File: config.mk
export PLATFORM = sky130hd
export DESIGN_NAME = sipo_deserializer_flat
export DESIGN_NICKNAME = d
export VERILOG_FILES = /design/src/rtl/sipo_deserializer_if.sv /design/src/rtl/sipo_deserializer.sv /design/src/flat_wrapper.sv
export SDC_FILE = /design/constraint.sdc
export NUM_CORES = 1
export LEC_CHECK = 0
export ABC_AREA = 1
export CORE_ASPECT_RATIO = 0.7
export CORE_MARGIN = 5
export CORE_UTILIZATION = 46
export DETAILED_ROUTE_END_ITERATION = 8
export GPL_TIMING_DRIVEN = 0
export HOLD_SLACK_MARGIN = 0.03
export PLACE_DENSITY = 0.73
export SLEW_MARGIN = 20
export SYNTH_ARGS = -nofsm -noshare
export SYNTH_HDL_FRONTEND = slang
export SYNTH_SLANG_ARGS = --single-unit
export TNS_END_PERCENT = 30
File: constraint.sdc
create_clock -name clk -period 1.4 [get_ports clk]
set_input_delay 0.14 -clock clk [delete_from_list [all_inputs] [get_ports clk]]
set_output_delay 0.14 -clock clk [all_outputs]
set_load 0.02 [all_outputs]
File: src/rtl/sipo_deserializer_if.sv
// rtl/sipo_deserializer_if.sv - serial-in / word-out port bundle for sipo_deserializer
interface sipo_deserializer_if #(
    parameter int WIDTH = 8
);
    logic             ser_in;
    logic             ser_valid;
    logic             frame_start;
    logic [WIDTH-1:0] dout;
    logic             dout_valid;
    logic             dout_ready;
    logic             busy;
    logic             overrun;
    logic             parity_err;

    modport master (
        output ser_in, ser_valid, frame_start, dout_ready,
        input  dout, dout_valid, busy, overrun, parity_err
    );

    modport slave (
        input  ser_in, ser_valid, frame_start, dout_ready,
        output dout, dout_valid, busy, overrun, parity_err
    );
endinterface

File: src/rtl/sipo_deserializer.sv
// rtl/sipo_deserializer.sv - framed serial-to-parallel receiver with valid/ready output and overrun flag
// Optional even-parity bit after each word: define SIPO_DESERIALIZER_PARITY_CHECK_EN.
module sipo_deserializer #(
    parameter int WIDTH     = 8,
    parameter int LSB_FIRST = 1
) (
    input  logic               clk,
    input  logic               rst,
    sipo_deserializer_if.slave sipo_if
);
    localparam int            CW       = (WIDTH > 2) ? $clog2(WIDTH) : 1;
    localparam logic [CW-1:0] LAST_IDX = CW'(WIDTH - 1);

`ifdef SIPO_DESERIALIZER_PARITY_CHECK_EN
    typedef enum logic [1:0] {IDLE, SHIFT, PARITY} state_t;
`else
    typedef enum logic {IDLE, SHIFT} state_t;
`endif

    state_t           state_q, state_d;
    logic [CW-1:0]    cnt_q, cnt_d;
    logic [WIDTH-1:0] shift_q, shift_d;
    logic [WIDTH-1:0] dout_q, dout_d;
    logic             dout_valid_q, dout_valid_d;
    logic             overrun_q, overrun_d;
    logic             word_done;
    logic             load;
    logic [CW-1:0]    bit_idx;
    logic [CW-1:0]    bit_pos;

    // A framed bit is always index 0, whatever the counter holds.
    assign bit_idx = sipo_if.frame_start ? '0 : cnt_q;
    assign bit_pos = (LSB_FIRST != 0) ? bit_idx : (LAST_IDX - bit_idx);

`ifdef SIPO_DESERIALIZER_PARITY_CHECK_EN
    logic par_bad;
    logic par_err_q, par_err_d;
`endif

    always_comb begin
        state_d   = state_q;
        cnt_d     = cnt_q;
        shift_d   = shift_q;
        word_done = 1'b0;
`ifdef SIPO_DESERIALIZER_PARITY_CHECK_EN
        par_bad   = 1'b0;
`endif
        if (sipo_if.ser_valid) begin
            if (sipo_if.frame_start) begin
                shift_d          = '0;
                shift_d[bit_pos] = sipo_if.ser_in;
                cnt_d            = CW'(1);
                state_d          = SHIFT;
            end else begin
                unique case (state_q)
                    SHIFT: begin
                        shift_d[bit_pos] = sipo_if.ser_in;
                        if (cnt_q == LAST_IDX) begin
                            cnt_d     = '0;
`ifdef SIPO_DESERIALIZER_PARITY_CHECK_EN
                            state_d   = PARITY;
`else
                            state_d   = IDLE;
                            word_done = 1'b1;
`endif
                        end else begin
                            cnt_d = cnt_q + 1'b1;
                        end
                    end
`ifdef SIPO_DESERIALIZER_PARITY_CHECK_EN
                    PARITY: begin
                        state_d   = IDLE;
                        word_done = 1'b1;
                        par_bad   = ^{shift_q, sipo_if.ser_in};
                    end
`endif
                    default: ;
                endcase
            end
        end
    end

    // A completed word replaces the presented one only if that one is leaving this cycle.
    assign load = word_done && (!dout_valid_q || sipo_if.dout_ready);

    always_comb begin
        dout_d       = dout_q;
        dout_valid_d = dout_valid_q;
        overrun_d    = overrun_q;
        if (load) begin
            dout_d       = shift_d;
            dout_valid_d = 1'b1;
        end else if (word_done) begin
            overrun_d = 1'b1;
        end else if (dout_valid_q && sipo_if.dout_ready) begin
            dout_valid_d = 1'b0;
        end
    end

`ifdef SIPO_DESERIALIZER_PARITY_CHECK_EN
    assign par_err_d = load ? par_bad : par_err_q;

    always_ff @(posedge clk) begin
        if (rst) par_err_q <= 1'b0;
        else     par_err_q <= par_err_d;
    end

    assign sipo_if.parity_err = par_err_q;
`else
    assign sipo_if.parity_err = 1'b0;
`endif

    always_ff @(posedge clk) begin
        if (rst) begin
            state_q      <= IDLE;
            cnt_q        <= '0;
            shift_q      <= '0;
            dout_q       <= '0;
            dout_valid_q <= 1'b0;
            overrun_q    <= 1'b0;
        end else begin
            state_q      <= state_d;
            cnt_q        <= cnt_d;
            shift_q      <= shift_d;
            dout_q       <= dout_d;
            dout_valid_q <= dout_valid_d;
            overrun_q    <= overrun_d;
        end
    end

    assign sipo_if.dout       = dout_q;
    assign sipo_if.dout_valid = dout_valid_q;
    assign sipo_if.overrun    = overrun_q;
    assign sipo_if.busy       = (state_q != IDLE);
endmodule

File: src/flat_wrapper.sv
// flat-port wrapper written by rule: the top's interface ports become plain ports
module sipo_deserializer_flat 
#(
    parameter int WIDTH     = 8,
    parameter int LSB_FIRST = 1
)
  (clk, rst, sipo_if_ser_in, sipo_if_ser_valid, sipo_if_frame_start, sipo_if_dout_ready, sipo_if_dout, sipo_if_dout_valid, sipo_if_busy, sipo_if_overrun, sipo_if_parity_err);
  sipo_deserializer_if #(.WIDTH(WIDTH)) sipo_if_i ();
  input  logic clk;
  input  logic rst;
  input wire logic [$bits(sipo_if_i.ser_in)-1:0] sipo_if_ser_in;
  input wire logic [$bits(sipo_if_i.ser_valid)-1:0] sipo_if_ser_valid;
  input wire logic [$bits(sipo_if_i.frame_start)-1:0] sipo_if_frame_start;
  input wire logic [$bits(sipo_if_i.dout_ready)-1:0] sipo_if_dout_ready;
  output wire logic [$bits(sipo_if_i.dout)-1:0] sipo_if_dout;
  output wire logic [$bits(sipo_if_i.dout_valid)-1:0] sipo_if_dout_valid;
  output wire logic [$bits(sipo_if_i.busy)-1:0] sipo_if_busy;
  output wire logic [$bits(sipo_if_i.overrun)-1:0] sipo_if_overrun;
  output wire logic [$bits(sipo_if_i.parity_err)-1:0] sipo_if_parity_err;
  assign sipo_if_i.ser_in = sipo_if_ser_in;
  assign sipo_if_i.ser_valid = sipo_if_ser_valid;
  assign sipo_if_i.frame_start = sipo_if_frame_start;
  assign sipo_if_i.dout_ready = sipo_if_dout_ready;
  assign sipo_if_dout = sipo_if_i.dout;
  assign sipo_if_dout_valid = sipo_if_i.dout_valid;
  assign sipo_if_busy = sipo_if_i.busy;
  assign sipo_if_overrun = sipo_if_i.overrun;
  assign sipo_if_parity_err = sipo_if_i.parity_err;
  sipo_deserializer #(.WIDTH(WIDTH), .LSB_FIRST(LSB_FIRST)) u_core (.clk(clk), .rst(rst), .sipo_if(sipo_if_i));
endmodule
-- Yosys cells after proc, flatten, opt, wreduce, memory -nomap -nowiden
Index checks and enable logic that the tools add are counted.
- add/sub/neg operators: 1
- multiply operators: 0
- div/mod/pow operators: 0
- magnitude comparators: 2
- eq/ne operators: 2
- shifts and indexed selects: 0
- muxes and demuxes: 20
- bitwise gates (word level): 2
- reduce and logical (&&, ||, !) cells: 10
- operator list (kind ; count):
    8-bit two-way mux ; 3
    3-bit two-way mux ; 4
    1-bit two-way mux ; 11
    8-bit AND ; 1
    8-bit bitwise mux ; 1
    2-bit AND reduction ; 3
    3-bit by 4-bit < comparator with 1-bit output, second input constant ; 1
    2-bit nonzero test ; 2
    3-bit by 1-bit adder with 3-bit output, second input constant ; 1
    1-bit demux with 3-bit select ; 1
    3-bit == test, second input constant ; 1
    3-bit by 1-bit >= comparator with 1-bit output, second input constant ; 1
    1-bit logical AND ; 3
    2-bit != test, second input constant ; 1
    1-bit logical NOT ; 1
    1-bit logical OR ; 1
    1-bit NOT ; 1
- flip-flop bits (word level): 22
- latch bits: 0
- bits in writable memories: 0
- bits in read-only memories: 0
- bits of input ports: 6
- output and inout bits: 12
- memories kept: 0

-- Logic depth before layout (Yosys ltp)
Gate-level depths: netlist of run 1.
- word-level depth: 9
- gate-level depth with buffers: 9
- mapped depth without buffers: 9

-- Worst setup path before layout of run 1
Ideal clock, no wire load.
- path kind: reg2reg
- from: register u_core.cnt_q[0]
- to: register u_core.dout_q[2], in the netlist u_core.sipo_if.dout[2]
- library setup time: 109 ps
- arrival: 1227 ps
- path slack: 64 ps
- cell stages (with the launch flop): 10
- path buffers: 0
- clock period less this slack: 1336 ps
- path through: dfxtp_1 ha_1 ha_1 inv_1 nor2_2 nand2_4 clkinv_4 nand3_1 nand2_1 inv_1
- word-level cells in the longest chain between the ends: 9
- elaborated cells between the ends (all ways): 17
- RTL lines (what ; RTL line ; source):
    from (decl) ; sipo_deserializer.sv:21 ; logic [CW-1:0] cnt_q, cnt_d;
    from (signal assigned) ; sipo_deserializer.sv:123 ; cnt_q <= cnt_d;
    3-bit two-way mux ; sipo_deserializer.sv:32 ; assign bit_idx = sipo_if.frame_start ? '0 : cnt_q;
    3-bit by 4-bit < comparator with 1-bit output (not written as such) / 3-bit by 1-bit >= comparator with 1-bit output (equally long branches) ; sipo_deserializer.sv:51, sipo_deserializer.sv:57 ;
    1-bit logical AND (not written as such) ; sipo_deserializer.sv:51, sipo_deserializer.sv:57 ;
    1-bit two-way mux (not written as such) ; sipo_deserializer.sv:51, sipo_deserializer.sv:57 ;
    1-bit demux with 3-bit select ; -- ;
    8-bit bitwise mux ; sipo_deserializer.sv:57 ; shift_d[bit_pos] = sipo_if.ser_in;
    8-bit two-way mux ; sipo_deserializer.sv:55 ; unique case (state_q)
    8-bit two-way mux ; sipo_deserializer.sv:49 ; if (sipo_if.frame_start) begin
    8-bit two-way mux ; sipo_deserializer.sv:48 ; if (sipo_if.ser_valid) begin
    to (signal assigned) ; sipo_deserializer.sv:125 ; dout_q <= dout_d;
    to (decl) ; sipo_deserializer.sv:23 ; logic [WIDTH-1:0] dout_q, dout_d;
Several ways; a longest one is shown, not always the timed one.
A chain may end at the register's enable or synchronous reset.

-- Worst setup path after layout of run 1
- from: register u_core.cnt_q[0]
- to: register u_core.dout_q[6], in the netlist u_core.sipo_if.dout[6]
Same word-level chain as after synthesis.

==> impl_metrics.yaml, run 1 <==
status:
  status: "complete, no violations"
drt:
  wl_per_cell_um: 11.7
  vias: 1017
  routed_wl_um: 2470
  drtAntennaViolNets: 0
  route.detailed.drc: 0
  dr.pass1.iters: 4
  viasPerCell: 4.80
  drtIter0Drc: 52
finish:
  final_cell_mix: "nand2_1, inv_1, a21oi_1"
  layout_commonest_cell: "nand2_1"
  diodes: 0
  nets: 189
  area_growth_pct: 26.1
  layout-drive-gt1-share: 0.133
yosys:
  netlist_instances: 157
  synth_seq_cells: 22
  ys_seq_area_frac: 0.406
  ys_warn_count: 0
  syn_area_sq_um: 1080
  synth_cell_types: 22
  synth_area_per_cell_sq_um: 6.90
  synth_nets: 165
placed_design:
  dpl.hpwl_um: 1750
  portBuffers: 15
  place_ws_ps: -212
  gp_congestion: 0.903
power_and_ir_drop:
  ir_worst_vdd_mv: 0.707
  intPower_uw: 828
  pwr-share-comb: 0.087
  switchingPower_uw: 272
  finalPower_mw: 1.10
  pwr-share-seq: 0.582
  swShare: 0.247
  p_leak_nw: 0.604
  power_frac_clock: 0.331
  p_per_area_nw_per_um2: 806
flow_run:
  maxCapViolations: 0
cts:
  clockBufferDepth: 2
  cts.htree.levels: 1
  cts_tree: "built"
  root_buffer: "clkbuf_4"
  clk_pin_slew_ps: 130
  clk_latency_ps: 320
  numCtsBuffers: 3
  cts.sinks: 22
setup_path:
  cp_max_fo: 8
  crit_arrival_ps: 1610
  startpoint: "u_core.cnt_q[0]"
  cp_data_required_time_ps: 1630
  crit_path_start_kind: "register"
  r2r-start: "u_core.cnt_q[0]"
  cp-end-kind: "register"
  rrSetupSlack_ps: 30
  crit_type: "register to register"
die:
  ios: 18
  die-height_um: 50.6
  initial_core_util: 0.495
  die-area_sq_um: 3440
  num_rows: 14
  coreArea_sq_um: 2190
  die_x_um: 68.0
sta:
  skew_ps: 6.75
  rsz0062_at_grt: "true"
  fmax_mhz: 728
  layout_min_cycle_time_ps: 1370
  drv_slew: 0
  setup_ws_ps: 26.9
  min_period_over_period: 0.981
  finalHoldViolCount: 0
  setup_viol: 0
  timing.hold.ws_ps: 103
grt:
  grt-ovfl-total: 0
  grt_usage: 0.154
  antenna_found_initial: 0
  grt_first_pass_wirelength_um: 4050
  grt_max_degree: 13
  grt_pass1_vias: 892
hold_path:
  hp-start: "sipo_if_ser_valid"
  hp-class: "primary input to register"
## path summary, 6_finish.rpt
check / endpoint / depth (start not counted)
max: u_core.sipo_if.dout[6] / 9
min: u_core.sipo_if.busy / 4
max reg2reg: u_core.sipo_if.dout[6] / 9
min reg2reg: u_core.sipo_if.overrun / 2
## power groups by stage
stage | Clock, mW | Combinational, mW | Sequential (mW)
finish | 0.364 | 0.0959 | 0.640
global route | 0.393 | 0.108 | 0.641
CTS | 0.371 | 0.0939 | 0.638
detailed placement | 0 | 0.0889 | 0.655
global placement | 0 | 0.0880 | 0.654
floorplan | 0 | 0.0535 | 0.655
## registers in the layout, summed over array words and instances (netlist names)
signal and flops:
u_core.sipo_if.dout 8, u_core.cnt_q 3, u_core.shift_q 8, u_core.sipo_if.overrun 1
u_core.sipo_if.busy 1, u_core.sipo_if.dout_valid 1
## metal layers
layer / up-vias / GRT usage / share of wire
met5: - / 0 / 0
met4: 0 / 0.0396 / 0.0049
met3: 3 / 0.0469 / 0.048
met2: 22 / 0.246 / 0.44
met1: 454 / 0.202 / 0.50
li1: 538 / - / -
## cells by family after synthesis
group / Yosys count / share of synthesized area
flip-flops: 22 / 0.406
AO/OA/AOI/OAI: 29 / 0.150
buffers and inverters: 32 / 0.130
other: 1 / 0.00346
AND/OR/NAND/NOR: 71 / 0.286
adder cells (fa/ha/maj): 2 / 0.0231
## Yosys cell counts, drive strengths merged
cell type / instances / area, sq um
a211oi: 1 / 7.51
buf: 2 / 18.8
ha: 2 / 25.0
dlygate4sd1: 1 / 8.76
conb: 1 / 3.75
and2: 1 / 6.26
nor2: 13 / 51.3
nand2: 40 / 163
o21bai: 6 / 45.0
clkbuf: 1 / 3.75
nand3: 16 / 85.1
dfxtp: 22 / 440
a21oi: 22 / 110
clkinv: 1 / 8.76
nor3: 1 / 5.00
inv: 27 / 101
## repair_timing
action                     4_1_cts  5_1_grt
pin swaps                        2        1
cloned                           1        0
resized for setup               17        5
setup endpoints to repair       20        9
buffers inserted                 1        2
hold buffers                     0        0
## layout make-up
type | instances | area [sq um]
plain buffers | 4 | 31.3
clock buffers | 4 | 36.3
fillers | 215 | 823
inverters | 28 | 110
multi-input cells | 104 | 543
flip-flops and latches | 22 | 447
well taps | 32 | 40.0
repair buffers | 18 | 159
## critical path, stage by stage, from the launching register on
cell      delay (ps)
dfxtp_4          390
ha_4             140
ha_4             130
inv_2             50
nor2_4           170
nand2_4          110
clkinv_4         100
nand3_1           80
nand2_1           70
inv_1             40
## stage by stage
| step | cells | TNS [ps] | cell area [sq um] | util |
|---|---|---|---|---|
| after floorplan | 157 | 0 | 1080 | - |
| after global placement | 204 | -1900 | 1270 | 0.582 |
| after detailed placement | 204 | -2420 | 1270 | 0.582 |
| after CTS | 210 | -1.95 | 1320 | 0.604 |
| after global routing | 212 | -161 | 1370 | 0.624 |
| final | 212 | 0 | 1370 | 0.624 |
Power figures use the tool's default switching activity.
==> run 2, diff against run 1 <==
--- a/config.mk
+++ b/config.mk
@@ -12,6 +12,7 @@
 export DETAILED_ROUTE_END_ITERATION = 8
 export GPL_TIMING_DRIVEN = 0
 export HOLD_SLACK_MARGIN = 0.03
+export MAX_ROUTING_LAYER = met4
 export PLACE_DENSITY = 0.73
 export SLEW_MARGIN = 20
 export SYNTH_ARGS = -nofsm -noshare
==> impl_metrics.yaml, run 2 (synthesis results as in run 1) <==
drt:
  wl_per_cell_um: 11.7
  vias: 1052
  route.detailed.drc: 0
  viasPerCell: 4.96
  dr.pass1.iters: 4
  drtAntennaViolNets: 0
  routed_wl_um: 2490
  drtIter0Drc: 46
finish:
  final_area_sq_um: 1370
  final_cell_mix: "nand2_1, inv_1, a21oi_1"
  area_growth_pct: 26.3
  n_fill_cell: 219
  nets: 189
  layout-drive-gt1-share: 0.139
  seq_area_sq_um: 447
  diodes: 0
  layout_commonest_cell: "nand2_1"
  multi_input_area_sq_um: 546
placed_design:
  portBuffers: 15
  place_area_sq_um: 1270
  gp_congestion: 0.924
  dpl.hpwl_um: 1770
setup_path:
  r2r-start: "u_core.cnt_q[1]"
  cp_num_buf_inv: 3
  r2r_cells: 9
  r2r-end: "u_core.sipo_if.dout[0]"
  crit_type: "register to register"
  cp-end-kind: "register"
  cp_max_fo: 8
  cpMaxStageDelayCell: "dfxtp_2"
  crit_family: "simple AND/OR/NAND/NOR gates"
  crit_chain: "ha_4 -> ha_4 -> inv_2 -> nor2_4 -> nand2_4 -> clkinv_4 -> nand3_1 -> nand2_1 -> inv_1"
  crit_arrival_ps: 1580
  critPathMaxStageDelay_ps: 380
  crit_top_cell: "ha_4"
  rrSetupSlack_ps: 50
  crit_path_start_kind: "register"
  cp_data_required_time_ps: 1630
sta:
  fmax_mhz: 740
  min_period_over_period: 0.965
  setup_viol: 0
  rsz0062_at_grt: "true"
  layout_min_cycle_time_ps: 1350
  skew_ps: 4.89
  drv_slew: 0
  finalHoldViolCount: 0
  tns_ps: 0
cts:
  numCtsBuffers: 3
  clockBufferDepth: 2
  cts_tree: "built"
  root_buffer: "clkbuf_4"
  cts.sinks: 22
  clk_latency_ps: 310
  cts.htree.levels: 1
  clk_pin_slew_ps: 120
grt:
  grt-ovfl-total: 0
  grt_pass1_vias: 978
  grt_max_degree: 13
  grt_use_met3: 0.0670
  busiest_layer: "met2"
  antenna_found_initial: 0
  grt_usage: 0.175
  grt_util_met1: 0.209
  grtUsageMet2: 0.261
  grt_first_pass_wirelength_um: 4370
hold_path:
  hp-class: "primary input to register"
  hp-start: "sipo_if_ser_valid"
  worstHoldPathCells: 4
  holdPathEnd: "u_core.sipo_if.busy"
die:
  coreArea_sq_um: 2190
  ios: 18
  die-height_um: 50.6
  initial_core_util: 0.495
  die-area_sq_um: 3440
  num_rows: 14
  die_x_um: 68.0
status:
  status: "complete, no violations"
power_and_ir_drop:
  p_leak_nw: 0.603
  p_per_area_nw_per_um2: 794
  ir_worst_vdd_mv: 0.463
flow_run:
  maxCapViolations: 0
## run 2: changes by cell type in the layout (fill, tap and decap cells not counted)
cell,previous run,this run
nor2_1,12,11
nor2_2,0,1
## run 2: repair_timing
action	in CTS	in global routing
cloned	1	0
setup buffers	1	2
setup endpoints to repair	20	9
resized for setup	19	4
hold buffers	0	0
pin swaps	2	3
## run 2: worst max-delay path by stage
stage / endpoint / start / slack (ps) / depth (start not counted)
2_1_floorplan: u_core.sipo_if.dout[2] / u_core.cnt_q[0] / 60 / 9
3_3_place_gp: u_core.sipo_if.dout[0] / sipo_if_frame_start / -190 / 8
3_5_place_dp: u_core.sipo_if.dout[0] / sipo_if_frame_start / -230 / 8
4_1_cts: u_core.sipo_if.dout[0] / u_core.cnt_q[0] / 5 / 9
5_1_grt: u_core.sipo_if.dout[5] / u_core.cnt_q[1] / -50 / 9
6_report: u_core.sipo_if.dout[0] / u_core.cnt_q[1] / 50 / 9
## run 2: power breakdown
part | switching [mW] | internal (mW)
Clock | 0.192 | 0.159
Combinational | 0.0595 | 0.0362
Sequential | 0.00800 | 0.633
Total | 0.259 | 0.828
## run 2: cell type report
class | instances | area share
Sequential cell | 22 | 0.326
Multi-Input combinational cell | 104 | 0.399
Inverter | 28 | 0.0804
Timing Repair Buffer | 18 | 0.116
Buffer | 4 | 0.0229
Tap cell | 32 | 0.0293
Clock buffer | 4 | 0.0265
## run 2: layer usage
metal,part of all wire,vias to the layer above
met3,0.067,9
met2,0.45,31
met4,0.021,0
li1,-,541
met5,0,-
met1,0.47,471
## run 2: worst reg2reg max path, cell delays in order, from the launching register on
cell      delay [ps]
dfxtp_2          380
ha_4             150
ha_4             130
inv_2             50
nor2_4           160
nand2_4          100
clkinv_4         100
nand3_1           90
nand2_1           70
inv_1             30
## run 2: stage by stage
| stage | hold WS [ps] | setup slack, ps | cells | utilization | power [mW] |
|---|---|---|---|---|---|
| floorplan | 285 | 63.8 | 157 | - | 0.708 |
| global placement | 451 | -186 | 204 | 0.582 | 0.742 |
| detailed placement | 463 | -233 | 204 | 0.582 | 0.744 |
| CTS | 113 | 4.93 | 210 | 0.610 | 1.09 |
| global route | 117 | -48.6 | 212 | 0.625 | 1.16 |
| finish | 118 | 48.8 | 212 | 0.625 | 1.09 |
==> run 3, diff against run 2 <==
==> constraint.sdc (replaced) <==
create_clock -name clk -period 1.4 [get_ports clk]
set_input_delay 0.28 -clock clk [delete_from_list [all_inputs] [get_ports clk]]
set_output_delay 0.28 -clock clk [all_outputs]
set_load 0.02 [all_outputs]
==> impl_metrics.yaml, run 3 (synthesis results as in run 1) <==
power_and_ir_drop:
  intPower_uw: 828
  ir_worst_vdd_mv: 0.464
  power_frac_clock: 0.323
  swShare: 0.238
  switchingPower_uw: 259
  p_per_area_nw_per_um2: 793
  pwr-share-seq: 0.590
  p_leak_nw: 0.602
  pwr-share-comb: 0.088
drt:
  route.detailed.drc: 0
  viasPerCell: 4.91
  drtAntennaViolNets: 0
  routed_wl_um: 2470
  vias: 1041
  dr.pass1.iters: 4
  drtIter0Drc: 47
  wl_per_cell_um: 11.7
grt:
  grt_usage: 0.175
  antenna_found_initial: 0
  grt_max_degree: 13
  grt_pass1_vias: 978
  grt_first_pass_wirelength_um: 4370
  grt-ovfl-total: 0
cts:
  root_buffer: "clkbuf_4"
  holdBufCountCts: 0
  numCtsBuffers: 3
  cts.htree.levels: 1
  cts.sinks: 22
  cts_tree: "built"
  clockBufferDepth: 2
  clk_pin_slew_ps: 120
  clk_latency_ps: 310
finish:
  layout_commonest_cell: "nand2_1"
  area_growth_pct: 26.4
  post-route-util: 0.626
  nets: 189
  layout-drive-gt1-share: 0.144
  final_cell_mix: "nand2_1, inv_1, a21oi_1"
  diodes: 0
setup_path:
  rrSetupSlack_ps: 50
  r2r_cells: 9
  cp_num_buf_inv: 3
  critPathMaxStageDelay_ps: 380
  crit_type: "register to register"
  crit_chain: "ha_4 -> ha_4 -> inv_2 -> nor2_4 -> nand2_4 -> clkinv_4 -> nand3_1 -> nand2_1 -> inv_1"
  r2r-start: "u_core.cnt_q[1]"
  crit_family: "simple AND/OR/NAND/NOR gates"
  crit_arrival_ps: 1570
  crit_path_start_kind: "register"
  cp_max_fo: 8
  cp_data_required_time_ps: 1620
  r2r-end: "u_core.sipo_if.dout[4]"
  crit_top_cell: "ha_4"
  crit_end: "u_core.sipo_if.dout[4]"
  cp-end-kind: "register"
  cpMaxStageDelayCell: "dfxtp_2"
  cp.depth: 9
  startpoint: "u_core.cnt_q[1]"
sta:
  skew_ps: 4.92
  fmax_mhz: 743
  drv_slew: 0
  layout_min_cycle_time_ps: 1350
  finalHoldViolCount: 0
  rsz0062_at_grt: "true"
  setup_viol: 0
  min_period_over_period: 0.962
  setup_ws_ps: 53.6
die:
  die_x_um: 68.0
  initial_core_util: 0.495
  num_rows: 14
  die-area_sq_um: 3440
  die-height_um: 50.6
  ios: 18
  coreArea_sq_um: 2190
placed_design:
  portBuffers: 15
  gp_congestion: 0.924
  place_ws_ps: -373
  dpl.hpwl_um: 1770
status:
  status: "complete, no violations"
hold_path:
  hp-class: "primary input to register"
flow_run:
  maxCapViolations: 0
[run 3: cell count changes in the layout (fill, tap and decap cells not counted)]
cell	change
clkdlybuf4s50_1	-1
clkdlybuf4s15_2	+1
[run 3: worst min path at each step]
stage / startpoint / slack, ps / end / cells past startpoint
CTS: sipo_if_ser_valid / 250 / u_core.sipo_if.busy / 4
floorplan: rst / 420 / u_core.sipo_if.dout[0] / 3
global route: sipo_if_ser_valid / 260 / u_core.sipo_if.busy / 4
detailed placement: u_core.sipo_if.overrun / 470 / u_core.sipo_if.overrun / 2
global placement: u_core.sipo_if.overrun / 450 / u_core.sipo_if.overrun / 2
finish: sipo_if_ser_valid / 260 / u_core.sipo_if.busy / 4
[run 3: what timing repair did]
action,in CTS,in global routing
gates cloned,1,0
buffers inserted,1,2
setup endpoints to repair,20,10
pin swaps,3,3
gates resized for setup,22,4
[run 3: layout make-up]
class | instances | area, sq um
clock buffers | 4 | 36.3
repair buffers | 18 | 160
fillers | 218 | 820
plain buffers | 4 | 31.3
well taps | 32 | 40.0
multi-input cells | 104 | 546
flip-flops and latches | 22 | 447
inverters | 28 | 110
[run 3: layer usage]
layer  GRT usage  routed length [um]  vias to the layer above
li1            -                   -                      542
met1       0.209                1170                      463
met2       0.261                1110                       29
met3      0.0670                 154                        7
met4      0.0726                  42                        0
met5           -                   0                        -
[run 3: worst register-to-register path, delay by kind of cell (launching register included)]
family | cells | cell delay, ps
simple gates | 4 | 410
fa+ha+maj | 2 | 280
flops | 1 | 380
buf+inv | 3 | 180
[run 3: through the flow]
stage	std cells	hold slack [ps]	power, mW	cell area, sq um	setup TNS [ps]
after detailed placement	204	468	0.744	1270	-5340
after CTS	210	253	1.09	1340	0
after global placement	204	451	0.742	1270	-4650
final	212	260	1.09	1370	0
after global routing	212	257	1.16	1370	-267
after floorplan	157	425	0.708	1080	0
[run 3: power by group through the flow]
stage	Clock, mW	Combinational [mW]	Sequential, mW
6_report	0.350	0.0953	0.641
5_1_grt	0.407	0.106	0.643
4_1_cts	0.364	0.0881	0.641
3_5_place_dp	0	0.0892	0.654
3_3_place_gp	0	0.0882	0.654
2_1_floorplan	0	0.0535	0.655
